===== src/rtl/seq_pattern_detector.sv =====
// Serial bit-pattern detector with configurable pattern, length, overlap mode and
// Mealy/registered-Moore output, plus sample enable, synchronous clear and saturating match counter.
module seq_pattern_detector #(
    parameter int unsigned      LEN     = 3,
    parameter logic [LEN-1:0]   PATTERN = 3'b101,
    parameter bit               OVERLAP = 1'b1,
    parameter bit               MEALY   = 1'b1,
    parameter int unsigned      COUNT_W = 8
) (
    input  logic               clk,
    input  logic               reset_n,
    input  logic               en,
    input  logic               clear,
    input  logic               x,
    output logic               match,
    output logic [COUNT_W-1:0] match_count
);

    localparam int unsigned        HW        = LEN - 1;
    localparam int unsigned        FW        = $clog2(LEN);
    localparam logic [FW-1:0]      FILL_FULL = FW'(LEN - 1);
    localparam logic [COUNT_W-1:0] CNT_MAX   = {COUNT_W{1'b1}};

    if (LEN < 2 || LEN > 16) begin : g_bad_len
        $error("seq_pattern_detector: LEN must be in 2..16");
    end
    if (COUNT_W < 1) begin : g_bad_count_w
        $error("seq_pattern_detector: COUNT_W must be at least 1");
    end

    logic [HW-1:0]      hist, hist_d;
    logic [FW-1:0]      fill, fill_d;
    logic [COUNT_W-1:0] cnt, cnt_d;
    logic               hit;

    // A match needs a full history window plus the incoming bit; clear suppresses it.
    assign hit = en & ~clear & (fill == FILL_FULL) & ({hist, x} == PATTERN);

    // Next-state: clear beats enable, enable beats hold.
    always_comb begin
        hist_d = hist;
        fill_d = fill;
        cnt_d  = cnt;
        if (clear) begin
            hist_d = '0;
            fill_d = '0;
            cnt_d  = '0;
        end else if (en) begin
            if (hit && !OVERLAP) begin
                hist_d = '0;
                fill_d = '0;
            end else begin
                // Truncating {hist,x} keeps the newest LEN-1 bits, which also covers LEN=2.
                hist_d = HW'({hist, x});
                if (fill != FILL_FULL) begin
                    fill_d = fill + FW'(1);
                end
            end
            if (hit && cnt != CNT_MAX) begin
                cnt_d = cnt + COUNT_W'(1);
            end
        end
    end

    always_ff @(posedge clk or negedge reset_n) begin
        if (!reset_n) begin
            hist <= '0;
            fill <= '0;
            cnt  <= '0;
        end else begin
            hist <= hist_d;
            fill <= fill_d;
            cnt  <= cnt_d;
        end
    end

    assign match_count = cnt;

    if (MEALY) begin : g_mealy
        assign match = hit;
    end else begin : g_moore
        logic match_r;

        // hit is already zero under clear or en=0, so the pulse is exactly one cycle wide.
        always_ff @(posedge clk or negedge reset_n) begin
            if (!reset_n) begin
                match_r <= 1'b0;
            end else begin
                match_r <= hit;
            end
        end

        assign match = match_r;
    end

endmodule


===== config.mk =====
export PLATFORM = sky130hd
export DESIGN_NAME = seq_pattern_detector
export DESIGN_NICKNAME = d
export VERILOG_FILES = /design/src/rtl/seq_pattern_detector.sv
export SDC_FILE = /design/constraint.sdc
export NUM_CORES = 1
export LEC_CHECK = 0
export CAP_MARGIN = 10
export CORE_UTILIZATION = 40
export CTS_BUF_LIST = sky130_fd_sc_hd__clkbuf_8
export DETAILED_ROUTE_END_ITERATION = 10
export HOLD_SLACK_MARGIN = 0.12
export PLACE_DENSITY = 0.68
export SLEW_MARGIN = 0
export SYNTH_ARGS = -nofsm -noshare
export SYNTH_HDL_FRONTEND = slang
export SYNTH_SLANG_ARGS = --single-unit

===== constraint.sdc =====
create_clock -name clk -period 1.7 [get_ports clk]
set_clock_uncertainty 0.1 [all_clocks]
set_input_delay 0.34 -clock clk [delete_from_list [all_inputs] [get_ports clk]]
set_output_delay 0.34 -clock clk [all_outputs]
set_load 0.005 [all_outputs]

==> Word-level counts from Yosys, hierarchy flattened <==
Index checks and enable logic that the tools add are counted.
{ "op_classes": {"n_reduce_logical": 6, "addsub": 2, "bitwise": 4, "n_eq_ne": 4, "n_mux": 8} }
{ "ops": {"columns": ["operator", "count"], "rows": [
  ["$mux 8", 3],
  ["$mux 2", 5],
  ["$add 8x1->8 const B", 1],
  ["$ne 8x8->1 const B", 1],
  ["$reduce_bool 2->1", 3],
  ["$reduce_and 2->1", 2],
  ["$and 1x1->1", 3],
  ["$eq 3x3->1 const B", 1],
  ["$add 2x1->2 const B", 1],
  ["$eq 2x2->1 const B", 1],
  ["$ne 2x2->1 const B", 1],
  ["$logic_and 1x1->1", 1],
  ["$not 1->1", 1]
]} }
{ "totals": {"register_bits": 12, "wordCells": 27, "out_inout_bits": 9, "in_bits": 5} }

==> Logic depth before layout (Yosys ltp) <==
{ "logic_depth": {"ltp_word": 8, "mapped_depth": 6, "depth_no_buf": 6} }

==> Worst setup path after synthesis <==
No wires, ideal clock.
{ "synth_timing": {"path_kind": "flip-flop to flip-flop", "start": "register cnt[0] (netlist: match_count[0])", "end": "register cnt[3] (netlist: match_count[3])", "n_path_buf": 1, "arrival_time_ns": 1.499, "setup_ns": 0.078, "path_stages_with_launch": 6, "required_time_ns": 1.522, "period_less_slack_ns": 1.677, "setup_slack_ns": 0.023, "cell_sequence": "dfrtp_1 -> ha_1 -> and4_4 -> buf_6 -> or4_1 -> a21oi_1"} }
{ "synth_between": {"elab_chain_len": 4, "elab_cells_between_ends": 8, "classes_between": "1 x add/sub; 1 x eq/ne; 3 x mux; 3 x reduce/logical"} }
{ "synth_lines": {"columns": ["element", "line", "source"], "rows": [
  ["start, declared", "33", "logic [COUNT_W-1:0] cnt, cnt_d;"],
  ["start signal, assigned", "73", "cnt <= cnt_d;"],
  ["$add 8x1->8 or $ne 8x8->1 (tied branches)", "60, 59", null],
  ["$mux 8 or $logic_and 1x1->1 (tied branches)", "59", "if (hit && cnt != CNT_MAX) begin"],
  ["$mux 8 or $reduce_bool 2->1 (tied branches)", null, null],
  ["$mux 8 or $reduce_and 2->1 (tied branches)", null, null]
]} }
Several ways; a longest one is shown, not always the timed one. The select of a mux whose other input is x is not followed.
A chain may end at the register's enable or synchronous reset.

==> Final worst setup path <==
{ "layout_timing": {"start": "register hist[0]", "end": "register cnt[5] (netlist: match_count[5])"} }
{ "layout_between": {"elab_chain_len": 5} }
{ "layout_lines": {"columns": ["element", "line", "source"], "rows": [
  ["start, declared", "31", "logic [HW-1:0] hist, hist_d;"],
  ["start signal, assigned", "71", "hist <= hist_d;"],
  ["$eq 3x3->1", "37", "assign hit = en & ~clear & (fill == FILL_FULL) & ({hist, x} == PATTERN);"],
  ["$and 1x1->1", "37", null],
  ["$logic_and 1x1->1", "59", null],
  ["$reduce_bool 2->1 (no line)", null, null],
  ["$reduce_and 2->1 (no line)", null, null]
]} }
No other way between the ends.

==> key figures <==
Status
  – Outcome: finished with violations
  – Failing checks: setup timing

Timing
  – Max-slew violations: 0
  – Final hold viol count: 0
  – Worst-margin pin slew: roughly 0.55 ns
  – Final TNS setup: -0.280 ns
  – RSZ-0062 raised after global routing: true
  – Peak Freq: ~0.55 GHz
  – Min Tclk post-route: between 1.5 and 2 ns
  – Setup violators final: 4
  – Final critical-path setup slack: -0.112 ns
  – Period utilization: 107%
  – Worst slew margin: about 63%

Clock network
  – TritonCTS Buffers: 3
  – CTS tree: yes
  – Longest Clk Path Bufs: 2
  – Hold buffers post-CTS: 0
  – Clk root buf: clkbuf_8
  – Sink Count: 12
  – Clk_lat worst skew: roughly 0.24 ns
  – # H-tree levels: 1
  – Clock Pin Slew Worst Setup and Hold Paths: ~0.05 ns

GRT
  – Pin count of the biggest net entering global routing: 13
  – Antenna violations before repair: 0
  – Gr usage total: just under 20%
  – Vias in the first global route: 567
  – First-pass GRT wire length: about 2600 um
  – Gr ovfl total: 0

Floorplan
  – Initial core utilization: about 43%
  – Die area: ~1800 um2
  – DIE WIDTH: 42.6 um
  – Core Area: 1520 um2
  – Die height: 42.6 um
  – Row cnt: 14
  – I/O pin count: 14

Power and ir drop
  – Worst vdd ir: between 0.4 and 0.5 mV
  – Final Power: roughly 0.63 mW
  – LEAKAGE: 0.514 nW
  – Pwr/cell area: 607 nW/um2

Layout
  – Diodes inserted: 0
  – Final nets: about 110
  – Most frequent cells in the layout: dfrtp_1 (12), buf_4 (12), clkdlybuf4s50_1 (7), buf_6 (7), nor2_1 (6)
  – Final non-filler cell total: approximately 110
  – Area Growth Syn to Fin: 58.7%
  – Layout cells sized above 1: 38.5%

Place
  – IO Port Bufs: 13
  – Routability Congestion: around 0.74
  – Dpl hpwl: ~1100 um
  – Dpl cells: about 110

Logic synthesis
  – Sequential cell area fraction in the yosys report: approximately 46%
  – Yosys Warn Count: 0
  – Synth top area share: between 40 and 50%
  – Synth area leader: dfrtp_1
  – Syn Area/Cell: 10.4 um2
  – Leading post-synthesis cells by cell area: dfrtp_1 (46%), a21oi_1 (5.3%), ha_1 (3.8%)
  – Area of the mapped netlist: approximately 660 um2
  – Yosys cell types: 26
  – Yosys reg bits: 12
  – Syn Nets: 70
  – Gate count after technology mapping: 63

Drt
  – Drt wl/cell: between 10 and 15 um
  – Via count: 610
  – Vias per inst: between 5 and 6
  – Post-route DRC: 0
  – DRT Pass-1 Iters: 4
  – Final WL: between 1500 and 2000 um
  – Routed Antenna Nets: 0
  – Initial DRC count: 7

Setup path
  – Critical R2R Launch: hist[0]
  – Crit path kind: reg2reg
  – Crit-path leading delay family: simple AND/OR/NAND/NOR gates
  – Critical Path RT: about 1.8 ns
  – R2R Setup Slk: -0.11 ns
  – Crit path arrival time: 1.88 ns
  – Crit. End Element: flip-flop
  – CP Buf/Inv Count: 2
  – Total stage count of the critical path: 6
  – Worst reg-to-reg path cell count: 6
  – Startpoint types: flip-flop
  – Slowest cell on the critical path: or4_1
  – Critical path fanouts, max: 5
  – Max stage delay on crit path: roughly 0.5 ns
  – Crit path from: hist[0]
  – CP Capture Point: match_count[5]
  – CP cell instances: nand4b_1 -> buf_4 -> nand3b_4 -> buf_6 -> or4_1 -> a21oi_1
  – Worst reg2reg endpoint: match_count[5]

Hold path
  – Hold Path Class: in2async

Run
  – Number of max-cap violations: 0
-- metrics by stage --
step	cell area (um2)	util (%)	hold slack, ns	worst slack, ns
2_1_floorplan	658	-	-0.0556	0.0232
3_3_place_gp	906	59.4	0.398	-0.507
3_5_place_dp	906	59.4	0.425	-0.543
4_1_cts	978	64.2	0.380	-0.0931
5_1_grt	1040	68.6	0.419	-0.164
6_report	1040	68.6	0.356	-0.112
-- worst register-to-register path: cells and delay by family, from the launching register on --
family          cells  cell delay (ns)
compound gates      1             0.14
simple gates        3             0.85
buf+inv             2             0.28
flops               1             0.37
-- logic make-up (layout without fill, tap and decap cells) --
group,count (synthesis),count (layout),share of synthesized area [%]
AND/OR/NAND/NOR,22,22,23.2
AO/OA/AOI/OAI,16,16,16.5
flip-flops,12,12,45.6
buffers and inverters,7,40,5.13
adder cells (fa/ha/maj),2,2,3.80
XOR/XNOR,2,2,2.66
multiplexers,2,2,3.04
-- power by group --
part	internal (mW)	switching (mW)	total [mW]
Combinational	0.0379	0.0353	0.0732
Sequential	0.294	0.00495	0.299
Clock	0.156	0.106	0.262
Total	0.488	0.146	0.634
-- flip-flops by register name (all words and copies together), names as in the netlist --
register     count
hist             2
match_count      8
fill             2
-- worst min-delay path by stage --
stage               depth (start not counted)             end  slack [ns]     from
global route                                1  match_count[5]        0.42  reset_n
detailed placement                          2         hist[1]        0.42  hist[1]
floorplan                                   0         fill[0]       -0.06  reset_n
CTS                                         1  match_count[5]        0.38  reset_n
global placement                            2         fill[1]        0.40  fill[1]
finish                                      1  match_count[3]        0.36  reset_n
-- layout make-up --
cell class	instances	area, um2
clock buffers	3	41.3
repair buffers	32	299
well taps	16	20.0
fillers	115	479
inverters	5	18.8
flip-flops and latches	12	300
multi-input cells	44	365
-- cell usage after synthesis --
cell type,number
a21o_1,1
inv_1,5
dfrtp_1,12
ha_1,2
or2b_1,1
o21ai_0,2
nand3_1,2
or3_1,1
o311ai_0,1
nor2_1,6
and4_4,2
nand3b_4,1
or4_1,2
a21o_2,1
o41ai_1,1
and2_1,1
a311oi_2,1
mux2i_1,2
nand3b_1,2
o31ai_1,2
nand4b_1,1
xnor2_1,2
nand4_1,3
buf_6,1
a21oi_1,7
clkbuf_1,1
-- layer usage --
layer | GRT usage, % | vias to the layer above | share of wire, %
li1 | - | 306 | -
met1 | 27.2 | 284 | 48
met2 | 28.6 | 17 | 47
met3 | 4.31 | 3 | 3.6
met4 | 9.38 | 0 | 1.4
met5 | 0 | - | 0
-- what timing repair did --
| item | 4_1_cts | 5_1_grt |
|---|---|---|
| endpoints found under the setup margin | 8 | 12 |
| pin swaps | 10 | 4 |
| resized for setup | 10 | 16 |
| setup buffers | 6 | 2 |
(Power assumes the default switching activity.)
